`src/rtl/ex_mem_pipe_stage.sv`:
```
// ---------------------------------------------------------------------------
// ex_mem_pipe_stage
//
// Purpose
//   Elastic EX->MEM pipeline register. It sits between the ALU/branch-adder
//   outputs and the data-memory / writeback control. It has a valid/ready
//   handshake, back-pressure, flush-to-bubble and an optional 2-entry skid
//   buffer.
//
// Configuration macro
//   EX_MEM_SKID_EN  defined   : 2-entry skid buffer. in_ready comes straight
//                               from a flop, with no path from out_ready.
//                   undefined : single entry. in_ready = ~out_valid | out_ready.
//
// Ports
//   clk              in   rising-edge clock
//   reset_n          in   asynchronous assert, active-low reset
//   flush            in   kill every held entry; a same-cycle input is dropped
//   in_valid/in_ready     EX-side handshake
//   in_target        in   branch target            [XLEN]
//   in_result        in   ALU result               [XLEN]
//   in_store_data    in   rs2 store data           [XLEN]
//   in_zero          in   ALU zero flag
//   in_rd            in   destination register     [REG_ADDR_W]
//   in_funct3        in   funct3                   [3]
//   in_ctrl          in   {Branch,MemWrite,MemRead,MemtoReg,RegWrite} [CTRL_W]
//   out_valid/out_ready   MEM-side handshake
//   out_*            out  registered copies of in_*. out_ctrl is gated by
//                         out_valid.
// ---------------------------------------------------------------------------
module ex_mem_pipe_stage #(
  parameter int XLEN       = 64,
  parameter int REG_ADDR_W = 5,
  parameter int CTRL_W     = 5
) (
  input  logic                  clk,
  input  logic                  reset_n,
  input  logic                  flush,
  input  logic                  in_valid,
  output logic                  in_ready,
  input  logic [XLEN-1:0]       in_target,
  input  logic [XLEN-1:0]       in_result,
  input  logic [XLEN-1:0]       in_store_data,
  input  logic                  in_zero,
  input  logic [REG_ADDR_W-1:0] in_rd,
  input  logic [2:0]            in_funct3,
  input  logic [CTRL_W-1:0]     in_ctrl,
  output logic                  out_valid,
  input  logic                  out_ready,
  output logic [XLEN-1:0]       out_target,
  output logic [XLEN-1:0]       out_result,
  output logic [XLEN-1:0]       out_store_data,
  output logic                  out_zero,
  output logic [REG_ADDR_W-1:0] out_rd,
  output logic [2:0]            out_funct3,
  output logic [CTRL_W-1:0]     out_ctrl
);

  localparam int PW = 3*XLEN + 1 + REG_ADDR_W + 3 + CTRL_W;

  logic [PW-1:0]     in_payload;
  logic [PW-1:0]     main_reg;
  logic [CTRL_W-1:0] ctrl_raw;
  logic              out_valid_int;
  logic              accept;
  logic              drain;

  assign in_payload = {in_target, in_result, in_store_data, in_zero,
                       in_rd, in_funct3, in_ctrl};

  assign {out_target, out_result, out_store_data, out_zero,
          out_rd, out_funct3, ctrl_raw} = main_reg;

  // A bubble must never assert RegWrite/MemRead/MemWrite/Branch downstream.
  // The other fields keep their stale value because nothing reads them
  // while the entry is invalid.
  assign out_ctrl  = ctrl_raw & {CTRL_W{out_valid_int}};
  assign out_valid = out_valid_int;

`ifdef EX_MEM_SKID_EN

  typedef enum logic [1:0] {
    ST_EMPTY = 2'd0,
    ST_FULL  = 2'd1,
    ST_SKID  = 2'd2
  } state_t;

  state_t        state_reg;
  state_t        state_next;
  logic [PW-1:0] skid_reg;
  logic          in_ready_reg;
  logic          load_main_in;
  logic          load_main_skid;
  logic          load_skid;

  assign out_valid_int = (state_reg != ST_EMPTY);
  assign in_ready      = in_ready_reg;
  assign accept        = in_valid & in_ready_reg & ~flush;
  assign drain         = out_valid_int & out_ready;

  always_comb begin
    state_next     = state_reg;
    load_main_in   = 1'b0;
    load_main_skid = 1'b0;
    load_skid      = 1'b0;
    if (flush) begin
      // A same-cycle drain has already been seen by MEM. Everything else is
      // dropped.
      state_next = ST_EMPTY;
    end else begin
      unique case (state_reg)
        ST_EMPTY: begin
          if (accept) begin
            state_next   = ST_FULL;
            load_main_in = 1'b1;
          end
        end
        ST_FULL: begin
          if (accept && drain) begin
            load_main_in = 1'b1;
          end else if (accept) begin
            // The consumer stalled after in_ready was already promised, so
            // the incoming entry parks in the skid register.
            state_next = ST_SKID;
            load_skid  = 1'b1;
          end else if (drain) begin
            state_next = ST_EMPTY;
          end
        end
        ST_SKID: begin
          if (drain) begin
            state_next     = ST_FULL;
            load_main_skid = 1'b1;
          end
        end
        default: state_next = ST_EMPTY;
      endcase
    end
  end

  always_ff @(posedge clk or negedge reset_n) begin
    if (!reset_n) begin
      state_reg    <= ST_EMPTY;
      main_reg     <= '0;
      skid_reg     <= '0;
      in_ready_reg <= 1'b1;
    end else begin
      state_reg    <= state_next;
      // Registering in_ready from the next state removes every
      // combinational path from out_ready to in_ready.
      in_ready_reg <= (state_next != ST_SKID);
      if (load_main_in) begin
        main_reg <= in_payload;
      end else if (load_main_skid) begin
        main_reg <= skid_reg;
      end
      if (load_skid) begin
        skid_reg <= in_payload;
      end
    end
  end

`else

  logic valid_reg;

  assign out_valid_int = valid_reg;
  assign in_ready      = ~valid_reg | out_ready;
  assign accept        = in_valid & in_ready & ~flush;
  assign drain         = valid_reg & out_ready;

  always_ff @(posedge clk or negedge reset_n) begin
    if (!reset_n) begin
      valid_reg <= 1'b0;
      main_reg  <= '0;
    end else if (flush) begin
      valid_reg <= 1'b0;
    end else if (accept) begin
      valid_reg <= 1'b1;
      main_reg  <= in_payload;
    end else if (drain) begin
      valid_reg <= 1'b0;
    end
  end

`endif

endmodule

```
`config.mk`:
```
export PLATFORM = sky130hd
export DESIGN_NAME = ex_mem_pipe_stage
export DESIGN_NICKNAME = d
export VERILOG_FILES = /design/src/rtl/ex_mem_pipe_stage.sv
export SDC_FILE = /design/constraint.sdc
export NUM_CORES = 1
export LEC_CHECK = 0
export CAP_MARGIN = 15
export CORE_AREA = 2 2 162 164
export CTS_BUF_LIST = sky130_fd_sc_hd__clkbuf_8
export DETAILED_ROUTE_END_ITERATION = 12
export DIE_AREA = 0 0 164 166
export PLACE_DENSITY = 0.78
export SLEW_MARGIN = 20
export SYNTH_ARGS = -nofsm -noshare
export SYNTH_HDL_FRONTEND = slang
export SYNTH_SLANG_ARGS = --single-unit
export TNS_END_PERCENT = 20
```
`constraint.sdc`:
```
create_clock -name clk -period 2 [get_ports clk]
set_input_delay 0.5 -clock clk [delete_from_list [all_inputs] [get_ports clk]]
set_output_delay 0.5 -clock clk [all_outputs]
set_load 0.1 [all_outputs]
```
==> run_results.csv <==
group,metric,value,unit
sta,hold_viol_final,0,
placed_design,dpl-instance-area,14540,um^2
cells_and_area,fin_nets,1130,
placed_design,hpwlAfterDp,18750,um
synth,syn-mean-instance-area,15.29,um^2
global_routing,grt_pass1_wl,37180,um
sta,finClkSkew,0.01346,ns
global_routing,grt_start_max_net_pins,54,
floorplanning,die_x,164,um
synth,synth_fp_nets,857,
synth,synth_compound_area_share,0,%
routing,drc_errors,0,
critical_path,startpoint_type,"register",
floorplanning,core-area,25620,um^2
critical_path,crit_end,"out_ctrl[3]",
power_and_ir_drop,p_total,0.01901,W
clocking,clkSlewWorstSetupHoldPaths,0.06,ns
sta,max_slew_margin,66.98,%
sta,fmax,519.5,MHz
routing,dr.pass1.iters,6,
placed_design,pre_cts_ws,-0.3178,ns
sta,whs,0.4970,ns
critical_path,timing.rr.start,"out_valid$_DFFE_PN0P_",
cells_and_area,register_area,5181,um^2
cells_and_area,utilization,59.50,%
critical_path,end_kind,"primary output",
cells_and_area,area_growth,54.30,%
min_path,hold_start,"main_reg[1]$_DFFE_PN0P_",
clocking,cts-htree-levels,2,
sta,rsz0062_at_grt,"false",
floorplanning,fp-row-count,59,
cells_and_area,antenna_cells,0,
critical_path,crit_slowest_cell,"dfrtp_2",
synth,ys.flop_type,"dfrtp_1",
power_and_ir_drop,vdd_drop_max,0.0008504,V
synth,synthMuxAreaShare,28.80,%
clocking,clock_path_buffers,3,
power_and_ir_drop,power.share.combinational,51.2,%
critical_path,r2r_end,"main_reg[116]$_DFFE_PN0P_",
sta,period_share,96.24,%
sta,drv_slew,0,
synth,synth_edf_count,0,
floorplanning,start_util,38.56,%
cells_and_area,fillCellCount,1902,
global_routing,globalRouteTotalUtil,17.53,%
synth,yosysMostFrequentCell,"dfrtp_1",
routing,avgViaCountPerCell,4.376,
power_and_ir_drop,swShare,45.15,%
floorplanning,pin_count,419,
status,status,"finished clean",
synth,synth.area.top_cells,"dfrtp_1 (52%), mux2_4 (21%), buf_4 (15%)",
sta,fin_ws,0.07510,ns
synth,yosys_register_bits,207,
synth,synth-simple-area-share,0.6586,%
cells_and_area,layout-drive-gt1-share,54.09,%
sta,fin_crit,1.925,ns
routing,routed_wl,23830,um
clocking,clkLatencyLatePin,0.50,ns
critical_path,required,1.50,ns
placed_design,gp_congestion,0.7757,
synth,syn_area,9878,um^2
critical_path,critical_path_class,"reg -> out",
synth,synthAdderAreaFrac,0,%
power_and_ir_drop,p_switching,0.008582,W
global_routing,overflow,0,
synth,seq_area_frac_synth,52.44,%
synth,async_flop_share,100.0,%
critical_path,cp-startpoint,"out_valid$_DFFE_PN0P_",
critical_path,path_cells,"buf_4 -> and2_2 -> buf_12",
routing,postRouteAntennaNets,0,
critical_path,cpPeakStageDelay,0.42,ns
power_and_ir_drop,clockPowerShare,19.3,%
critical_path,crit_fanout,4,
synth,synth_top_cell_by_area,"dfrtp_1",
global_routing,antenna_found_initial,0,
synth,ys_types,13,
routing,drt_iter0_markers,180,
power_and_ir_drop,p_per_area,1247,nW/um^2
cells_and_area,largest_register_ffs,206,
synth,yosys_warnings,0,
synth,synth_cells,646,
critical_path,reg2reg_depth,5,
clocking,cts_buffers,37,
synth,yosys-top-cells-count,"dfrtp_1 (207), buf_4 (200), mux2_4 (140)",
floorplanning,dieHeight,166,um
cells_and_area,stdcell_area,15240,um^2
min_path,hold_path.class,"reg -> reg",
cells_and_area,multiInputGateArea,2924,um^2
clocking,cts.sinks,207,
synth,synth_xor_area_share,0,%
power_and_ir_drop,p_leak,6.912,nW
power_and_ir_drop,p_int,0.01043,W
routing,vias,5584,
sta,worst_pin_slew,0.4953,ns
placed_design,portBuffers,418,
synth,yosys.area.top_type_share,52.44,%
global_routing,first_global_vias,6540,
critical_path,rrSetupSlack,0.21,ns
routing,routedWlPerCell,18.67,um
synth,synth_top_family_by_area,"multiplexers",
power_and_ir_drop,pwr-share-seq,29.5,%
clocking,cts-root-buf,"clkbuf_8",
clocking,cts_tree,"built",
job,max_cap_violations,0,
critical_path,worstPathArrival,1.42,ns
floorplanning,fp.dieArea,27220,um^2
sta,setup_viol,0,
## metal layers
metal	vias to the layer above	track usage [%]	wire length, um
met5	-	0	0
met1	2783	19.12	8394
met3	47	6.169	2194
met4	0	6.636	763
met2	247	31.04	12480
li1	2507	-	-
## power by group through the flow
stage	Combinational, W	Clock (W)	Sequential, W
after global routing	0.00994	0.00403	0.00571
after global placement	0.00970	0	0.00565
after floorplan	0.00752	0	0.00528
final	0.00973	0.00367	0.00562
after CTS	0.00979	0.00383	0.00563
after detailed placement	0.00977	0	0.00569
## worst min path at each step
| stage | end | slack [ns] | depth (start not counted) |
|---|---|---|---|
| after floorplan | main_reg[0]$_DFFE_PN0P_ | 0.20 | 0 |
| after detailed placement | main_reg[1]$_DFFE_PN0P_ | 0.49 | 1 |
| after CTS | main_reg[1]$_DFFE_PN0P_ | 0.50 | 1 |
| after global placement | main_reg[0]$_DFFE_PN0P_ | 0.48 | 1 |
| final | main_reg[1]$_DFFE_PN0P_ | 0.50 | 1 |
| after global routing | main_reg[1]$_DFFE_PN0P_ | 0.52 | 1 |
## cell usage in the layout, fill, tap and decap left out, types with 2 or more instances in the layout
| cell type | instances |
|---|---|
| clkdlybuf4s50_1 | 209 |
| dfrtp_1 | 206 |
| buf_12 | 166 |
| mux2_4 | 140 |
| buf_4 | 80 |
| mux2_2 | 66 |
| clkbuf_8 | 42 |
| inv_1 | 14 |
| and2_2 | 4 |
| clkinv_2 | 4 |
| nor2_1 | 2 |
## logic make-up (layout without fill, tap and decap cells)
logic type	count (synthesis)	after routing
buffers and inverters	224	519
DFF	207	207
muxes	206	206
and+or+nand+nor	9	9
## repair_timing
action	4_1_cts	5_1_grt
endpoints found under the setup margin	1	2
gates resized for setup	0	2
buffers inserted	2	0
hold buffers	1	0
endpoints found under the hold margin	43	0
## layout make-up
| class | instances | share of cell area [%] |
|---|---|---|
| tap | 335 | 2.750 |
| sequential | 207 | 33.99 |
| multi-input combinational | 215 | 19.18 |
| inverter | 1 | 0.02463 |
| clock inverter | 20 | 0.7224 |
| clock buffer | 41 | 3.702 |
| timing repair buffer | 457 | 39.62 |
## worst max-delay path: cells and delay by family (launching register included)
kind	cells	cell delay, ns
buf+inv	2	0.31
flops	1	0.42
simple gates	1	0.18
## through the flow
stage / cells / setup TNS, ns
floorplan: 646 / 0
global placement: 1212 / -46.21
detailed placement: 1212 / -51.43
CTS: 1276 / 0
global route: 1276 / 0
finish: 1276 / 0
No activity file was read; power rests on OpenSTA's default activity.
